$ cat src/rtl/fetch_stage.sv
// Instruction fetch stage: PC register, single-outstanding imem request FSM and IF/ID register.
// Optional retired-fetch counter (FetchCnt) is built when FETCH_PERF_CNT_EN is defined.
module fetch_stage #(
  parameter int unsigned DATA_WIDTH = 32,
  parameter logic [DATA_WIDTH-1:0] RESET_PC = DATA_WIDTH'(32'h0000_0000)
) (
  input  logic                  clk,
  input  logic                  rst,
  input  logic                  StallD,
  input  logic                  FlushD,
  input  logic                  PCSrcE,
  input  logic [DATA_WIDTH-1:0] PCTargetE,
  output logic                  IMemReq,
  output logic [DATA_WIDTH-1:0] IMemAddr,
  input  logic                  IMemGnt,
  input  logic                  IMemValid,
  input  logic [DATA_WIDTH-1:0] IMemRdata,
  output logic [DATA_WIDTH-1:0] InstrD,
  output logic [DATA_WIDTH-1:0] PCD,
  output logic [DATA_WIDTH-1:0] PCPlus4D,
  output logic                  ValidD
`ifdef FETCH_PERF_CNT_EN
  , output logic [31:0]         FetchCnt
`endif
);

  localparam logic [DATA_WIDTH-1:0] NOP = DATA_WIDTH'(32'h0000_0013);

  typedef enum logic [1:0] {FETCH, WAIT, DROP, HOLD} state_t;
  typedef enum logic [1:0] {PC_KEEP, PC_PLUS4, PC_TARGET} pc_sel_t;

  state_t                  state_q, state_d;
  pc_sel_t                 pc_sel;
  logic [DATA_WIDTH-1:0]   pcf_q;
  logic [DATA_WIDTH-1:0]   pcf_plus4;
  logic [DATA_WIDTH-1:0]   hold_q;
  logic                    load_mem;
  logic                    load_buf;
  logic                    cap_buf;

  assign pcf_plus4 = pcf_q + DATA_WIDTH'(4);
  assign IMemAddr  = pcf_q;

  // State register
  always_ff @(posedge clk) begin
    if (rst) state_q <= FETCH;
    else     state_q <= state_d;
  end

  // Next state, request strobe and datapath controls
  always_comb begin
    state_d  = state_q;
    IMemReq  = 1'b0;
    pc_sel   = PC_KEEP;
    load_mem = 1'b0;
    load_buf = 1'b0;
    cap_buf  = 1'b0;
    unique case (state_q)
      FETCH: begin
        IMemReq = !rst;
        if (PCSrcE) pc_sel = PC_TARGET;
        if (IMemGnt) state_d = PCSrcE ? DROP : WAIT;
      end
      WAIT: begin
        if (PCSrcE) begin
          pc_sel  = PC_TARGET;
          state_d = IMemValid ? FETCH : DROP;
        end else if (IMemValid) begin
          if (StallD) begin
            cap_buf = 1'b1;
            state_d = HOLD;
          end else if (FlushD) begin
            // Flushed delivery is dropped and treated like a redirect
            pc_sel  = PC_TARGET;
            state_d = FETCH;
          end else begin
            load_mem = 1'b1;
            pc_sel   = PC_PLUS4;
            state_d  = FETCH;
          end
        end
      end
      DROP: begin
        if (PCSrcE) pc_sel = PC_TARGET;
        if (IMemValid) state_d = FETCH;
      end
      HOLD: begin
        if (PCSrcE || (!StallD && FlushD)) begin
          pc_sel  = PC_TARGET;
          state_d = FETCH;
        end else if (!StallD) begin
          load_buf = 1'b1;
          pc_sel   = PC_PLUS4;
          state_d  = FETCH;
        end
      end
      default: state_d = FETCH;
    endcase
  end

  // Fetch PC
  always_ff @(posedge clk) begin
    if (rst) begin
      pcf_q <= RESET_PC;
    end else begin
      unique case (pc_sel)
        PC_PLUS4:  pcf_q <= pcf_plus4;
        PC_TARGET: pcf_q <= PCTargetE;
        default:   pcf_q <= pcf_q;
      endcase
    end
  end

  // One-entry buffer for a word returned while decode is stalled
  always_ff @(posedge clk) begin
    if (rst)          hold_q <= '0;
    else if (cap_buf) hold_q <= IMemRdata;
  end

  // IF/ID register: flush beats stall, stall beats load, otherwise bubble
  always_ff @(posedge clk) begin
    if (rst) begin
      InstrD   <= NOP;
      PCD      <= '0;
      PCPlus4D <= '0;
      ValidD   <= 1'b0;
    end else if (FlushD) begin
      InstrD <= NOP;
      ValidD <= 1'b0;
    end else if (!StallD) begin
      if (load_mem || load_buf) begin
        InstrD   <= load_mem ? IMemRdata : hold_q;
        PCD      <= pcf_q;
        PCPlus4D <= pcf_plus4;
        ValidD   <= 1'b1;
      end else begin
        InstrD <= NOP;
        ValidD <= 1'b0;
      end
    end
  end

`ifdef FETCH_PERF_CNT_EN
  // Count valid IF/ID loads
  always_ff @(posedge clk) begin
    if (rst)                       FetchCnt <= '0;
    else if (load_mem || load_buf) FetchCnt <= FetchCnt + 32'(1);
  end
`endif

endmodule

$ cat config.mk
export PLATFORM = sky130hd
export DESIGN_NAME = fetch_stage
export DESIGN_NICKNAME = d
export VERILOG_FILES = /design/src/rtl/fetch_stage.sv
export SDC_FILE = /design/constraint.sdc
export NUM_CORES = 1
export LEC_CHECK = 0
export BUFFER_PORTS_ARGS = -buffer_cell sky130_fd_sc_hd__buf_4
export CORE_UTILIZATION = 52
export DETAILED_ROUTE_END_ITERATION = 12
export PLACE_DENSITY = 0.8
export SETUP_SLACK_MARGIN = 0.4
export SKIP_LAST_GASP = 1
export SYNTH_ARGS = -nofsm -noshare
export SYNTH_HDL_FRONTEND = slang
export SYNTH_SLANG_ARGS = --single-unit
$ cat constraint.sdc
create_clock -name clk -period 3.5 [get_ports clk]
set_input_delay 0.35 -clock clk [delete_from_list [all_inputs] [get_ports clk]]
set_output_delay 0.35 -clock clk [all_outputs]
set_load 0.03 [all_outputs]
==> out/qor.csv, run 1 <==
metric;value;unit
PD cells;440.6;nW/um^2
fmax;370.9;MHz
Rows;42;
first-pass GRT wire length;32.51;mm
Unique masters post-synth;43;
Setup Skew;0.004816;ns
drt total wl;19.99;mm
initial antenna violation count;0;
Detail Placement HPWL;13.06;mm
Min-Delay Path Class;input pin to flop;
Post-Synthesis Cells;860;
CTS Hold Bufs;0;
core area;13350;sq um
setup TNS;0;ns
Final Max Tran Viols;0;
Avg WL per Cell;16.73;um
Worst Setup Slack, final;0.8042;ns
Peak VDD IR;0.2978;mV
Post-CTS Resized;0;
crit path max fanout;21;
total global routing overflow;0;
Final #Nets;1079;
Pre-Repair DR Iteration Count;5;
CTS Root Cell;clkbuf_16;
Via density;5.694;
Yosys reg bits;161;
clock sink total;161;
Ant. Diodes;0;
I/O pins;201;
CTS clk-pin slew, worst paths;0.06;ns
buffers added on ports;200;
Post-CTS Setup Bufs;0;
Area Growth Syn to Fin;28.66;%
worst slack, placed;0.7812;ns
# setup viols final;0;
antenna viol nets, final;0;
fin crit period;2.696;ns
full die area;14230;sq um
Crit path arrival time;2.97;ns
total power;4055;uW
Synth area leaders;dfxtp_1 (45%), nand2_1 (7.7%), a21oi_1 (6.2%);
Tcrit/Tclk final;77.02;%
Post-synth ARST share;0;%
htree depth;4;
fillcell total;1105;
CTS tree;built;
GP Congestion;0.8698;
CP endpoint kind;flop;
share of cells above drive strength 1;29.44;%
Synthesis Warnings;0;
area leader, netlist;dfxtp_1;
pin count of the biggest net entering global routing;68;
Register Area;3223;sq um
total CTS buffers;17;
Multi-input gate area;3555;sq um
Avg Cell Area, Syn;8.319;sq um
Max-Cap Viols;0;
Most used DFF post-synth;dfxtp_1;
DP Cell Count;1163;
Slew headroom;23.15;%
Cell Area, Synth;7154;sq um
most frequent cells in the layout;buf_4 (216), dfxtp_1 (161), nand2_1 (147);
die span in x;119.3;um
most common cell after layout, fill and taps aside;buf_4;
Final Hold Violating Endpoints;0;
crit path kind;flop to flop;
vias;6804;
Die H;119.3;um
clk_lat worst skew;0.42;ns
sequential-to-total area share from yosys stat;45.05;%
vias in the first global route;6551;
DR iter-0 viols;587;
fin cells;1195;
Setup crit start kind;flop;
worst slew pin tran;1.153;ns
Initial Util;53.60;%
Synth Net Count;933;
status;completed;
clock tree buffer depth;2;
unrepaired setup endpoints after global routing;no;
LEAKAGE;0.003610;uW
Total GRT Usage;28.56;%
EDFF count, synth;0;
Worst Path Required;3.78;ns
area share of the largest cell type after synthesis;45.05;%
DRC viols;0;
## sequential cells by signal, summed over array words and instances, names as in the netlist
name / cells
PCPlus4D: 30
ValidD: 1
InstrD: 32
hold_q: 32
PCD: 32
IMemAddr: 32
state_q: 2
## report_power, final
part | leakage, uW | switching, uW | internal, uW
registers | 0.00130 | 70.9 | 1870
clock network | 0.000279 | 747 | 993
logic | 0.00203 | 220 | 159
total | 0.00361 | 1040 | 3020
## final cells by class
type | count | area share, %
clock buffers | 18 | 4.771
clock inverters | 14 | 1.264
inverters | 8 | 0.3262
multi-input cells | 602 | 38.62
flip-flops and latches | 161 | 35.01
well taps | 176 | 2.392
repair buffers | 216 | 17.62
## critical path, cell delays in order (launching register included)
cell	delay, ns
dfxtp_1	0.43
o21ai_0	0.21
nor4_2	0.21
inv_1	0.10
ha_1	0.66
buf_4	0.31
nor2_2	0.06
buf_4	0.19
a22o_1	0.21
a21oi_1	0.13
nor2_1	0.05
## metal layers
metal / vias to the layer above / global-route usage [%] / wire (um)
li1: 3312 / - / -
met1: 3180 / 37.32 / 8575
met2: 282 / 46.15 / 9492
met3: 30 / 6.944 / 1566
met4: 0 / 9.531 / 359
met5: - / 0 / 0
## per-stage QoR
stage                     hold WS (ns)  utilization [%]  instance area, sq um
final                           0.1702            68.96                  9205
after global routing            0.1664            68.96                  9205
after CTS                       0.1525            68.96                  9205
after detailed placement        0.4455            64.80                  8650
after global placement          0.4385            64.80                  8650
after floorplan                 0.4261                -                  7154
## Yosys cell counts (all sizes together) (4+ instances only)
cell and instances:
a31oi 12, nor2 68, xor2 14, nor3 38
a22o 6, dfxtp 161, o22ai 5, inv 8
nand3 22, a311oi 4, nand4 12, a221oi 6
or4 4, o21ai 9, and4 6, clkbuf 71
or3 15, mux2 37, a22oi 44, and3 4
a21oi 89, mux2i 8, a211oi 25, nand2 147
buf 18, xnor2 9, nor4 4
## logic make-up (layout without fill, tap and decap cells)
family	count (synthesis)	in the layout	share of synthesized area (%)
DFF	161	161	45.05
muxes	45	45	6.943
buffers and inverters	97	256	5.456
adders and majority gates	2	2	0.3497
AOI/OAI and AO/OA	201	201	17.72
xor gates and xnor gates	23	23	2.816
and+or+nand+nor	331	331	21.67
## final timing paths
kind	start	endpoint	slack [ns]	cells after the start
max	state_q[0]	IMemAddr[17]	0.80	10
min	PCSrcE	state_q[0]	0.17	2
max reg2reg	state_q[0]	IMemAddr[17]	0.80	10
min reg2reg	hold_q[15]	hold_q[15]	0.45	2
Power figures use the tool's default switching activity.
==> run 2, diff against run 1 <==
Clock period 3.5 ns to 2.6 ns, I/O delays scaled along.
==> run 2 against run 1 <==
  * Global-route usage down 0.59 points
  * Worst hold slack lost 0.10 ns
  * Final cell count grew 0.92%
  * Via count up 2.0%
  * Die area did not move
  * Sequential power is 34% higher
  * Critical path type unchanged
==> out/qor.csv, run 2 (synthesized netlist as in run 1, its figures left out) <==
metric;value;unit
clk_lat worst skew;0.43;ns
Peak VDD IR;0.4296;mV
worst path bufs/invs;2;
fin crit period;2.133;ns
Final Hold Violating Endpoints;0;
Slew headroom;43.51;%
I/O pins;201;
first-pass GRT wire length;31.90;mm
Total GRT Usage;27.97;%
setup TNS;0;ns
DP Area;8782;sq um
Final #Nets;1091;
Ant. Diodes;0;
CTS Root Cell;clkbuf_16;
clock tree buffer depth;2;
# setup viols final;0;
Tcrit/Tclk final;82.03;%
antenna viol nets, final;0;
GP Congestion;0.8332;
total CTS buffers;17;
PD cells;608.0;nW/um^2
total global routing overflow;0;
clock sink total;161;
Hold Path Depth;2;
vias;6942;
Initial Util;53.60;%
fin cells;1206;
Max-Cap Viols;0;
Avg WL per Cell;16.56;um
buffers added on ports;200;
crit path kind;flop to flop;
Final Max Tran Viols;0;
initial antenna violation count;0;
final instance area;9495;sq um
Min-Delay Path Class;input pin to flop;
most common cell after layout, fill and taps aside;buf_4;
die span in x;119.3;um
CTS clk-pin slew, worst paths;0.06;ns
DP Cell Count;1169;
CTS Hold Bufs;0;
most frequent cells in the layout;buf_4 (221), dfxtp_1 (149), nand2_1 (147);
share of cells above drive strength 1;31.75;%
Top delay family on crit path;simple AND/OR/NAND/NOR gates;
Crit path arrival time;2.49;ns
pin count of the biggest net entering global routing;119;
Pre-Repair DR Iteration Count;5;
Via density;5.756;
Detail Placement HPWL;12.96;mm
status;completed;
slowest stage delay, CP;0.54;ns
unrepaired setup endpoints after global routing;no;
core area;13350;sq um
CTS tree;built;
fmax;468.9;MHz
full die area;14230;sq um
htree depth;4;
Worst Reg-to-Reg Cells;9;
worst slew pin tran;0.8474;ns
Crit path depth;9;
DR iter-0 viols;628;
CP endpoint kind;flop;
R2R Setup Slk;0.47;ns
CP max stage cell;or4_1;
Die H;119.3;um
Worst Path Required;2.95;ns
Setup crit start kind;flop;
Rows;42;
Setup Skew;0.006269;ns
drt total wl;19.97;mm
Area Growth Syn to Fin;32.72;%
crit-path cells;o21ai_4, nor4_4, inv_2, ha_4, buf_2, or4_1, a21oi_1, a221oi_1, nor2_1;
DRC viols;0;
LEAKAGE;0.003724;uW
crit path max fanout;7;
vias in the first global route;6384;
## run 2: layout make-up
cell class                      instances  area, sq um
Fill cell                            1044         3852
Tap cell                              176        220.2
Inverter                                8        30.03
Sequential cell                       161         3243
Clock buffer                           23        498.0
Clock inverter                          8        125.1
Timing Repair Buffer                  228         1775
Multi-Input combinational cell        602         3603
## run 2: where the power goes
part	switching [uW]	leakage (uW)	internal [uW]
sequential	85.9	0.00131	2510
clock	992	0.000302	1630
combinational	312	0.00211	236
total	1390	0.00372	4380
## run 2: metrics by stage
stage / utilization, % / hold WS, ns / total power, uW / worst slack, ns
final: 71.14 / 0.06606 / 5773 / 0.4672
after global routing: 71.14 / 0.05715 / 5971 / 0.3864
after CTS: 70.55 / 0.05423 / 5780 / 0.4217
after detailed placement: 65.79 / 0.4454 / 3178 / 0.3812
after global placement: 65.79 / 0.4386 / 3171 / 0.4389
after floorplan: - / 0.3263 / 2950 / 0.4101
## run 2: layer usage
metal | track usage [%] | up-vias | part of all wire, %
met5 | 0 | - | 0
met4 | 11.02 | 0 | 2.5
met3 | 6.753 | 41 | 7.1
met2 | 45.28 | 293 | 47
met1 | 35.85 | 3265 | 44
li1 | - | 3343 | -
## run 2: path summary, 6_finish.rpt
| path | end | startpoint |
|---|---|---|
| setup / recovery | IMemAddr[9] | state_q[0] |
| hold / removal | InstrD[23] | FlushD |
| setup reg to reg | IMemAddr[9] | state_q[0] |
| hold reg to reg | hold_q[27] | hold_q[27] |
## run 2: repair_timing
item                                    in CTS  in global routing
gates resized for setup                      1                 15
gates cloned                                 0                  0
buffers inserted                             1                  5
endpoints found under the setup margin       9                 28
pin swaps                                    1                  3
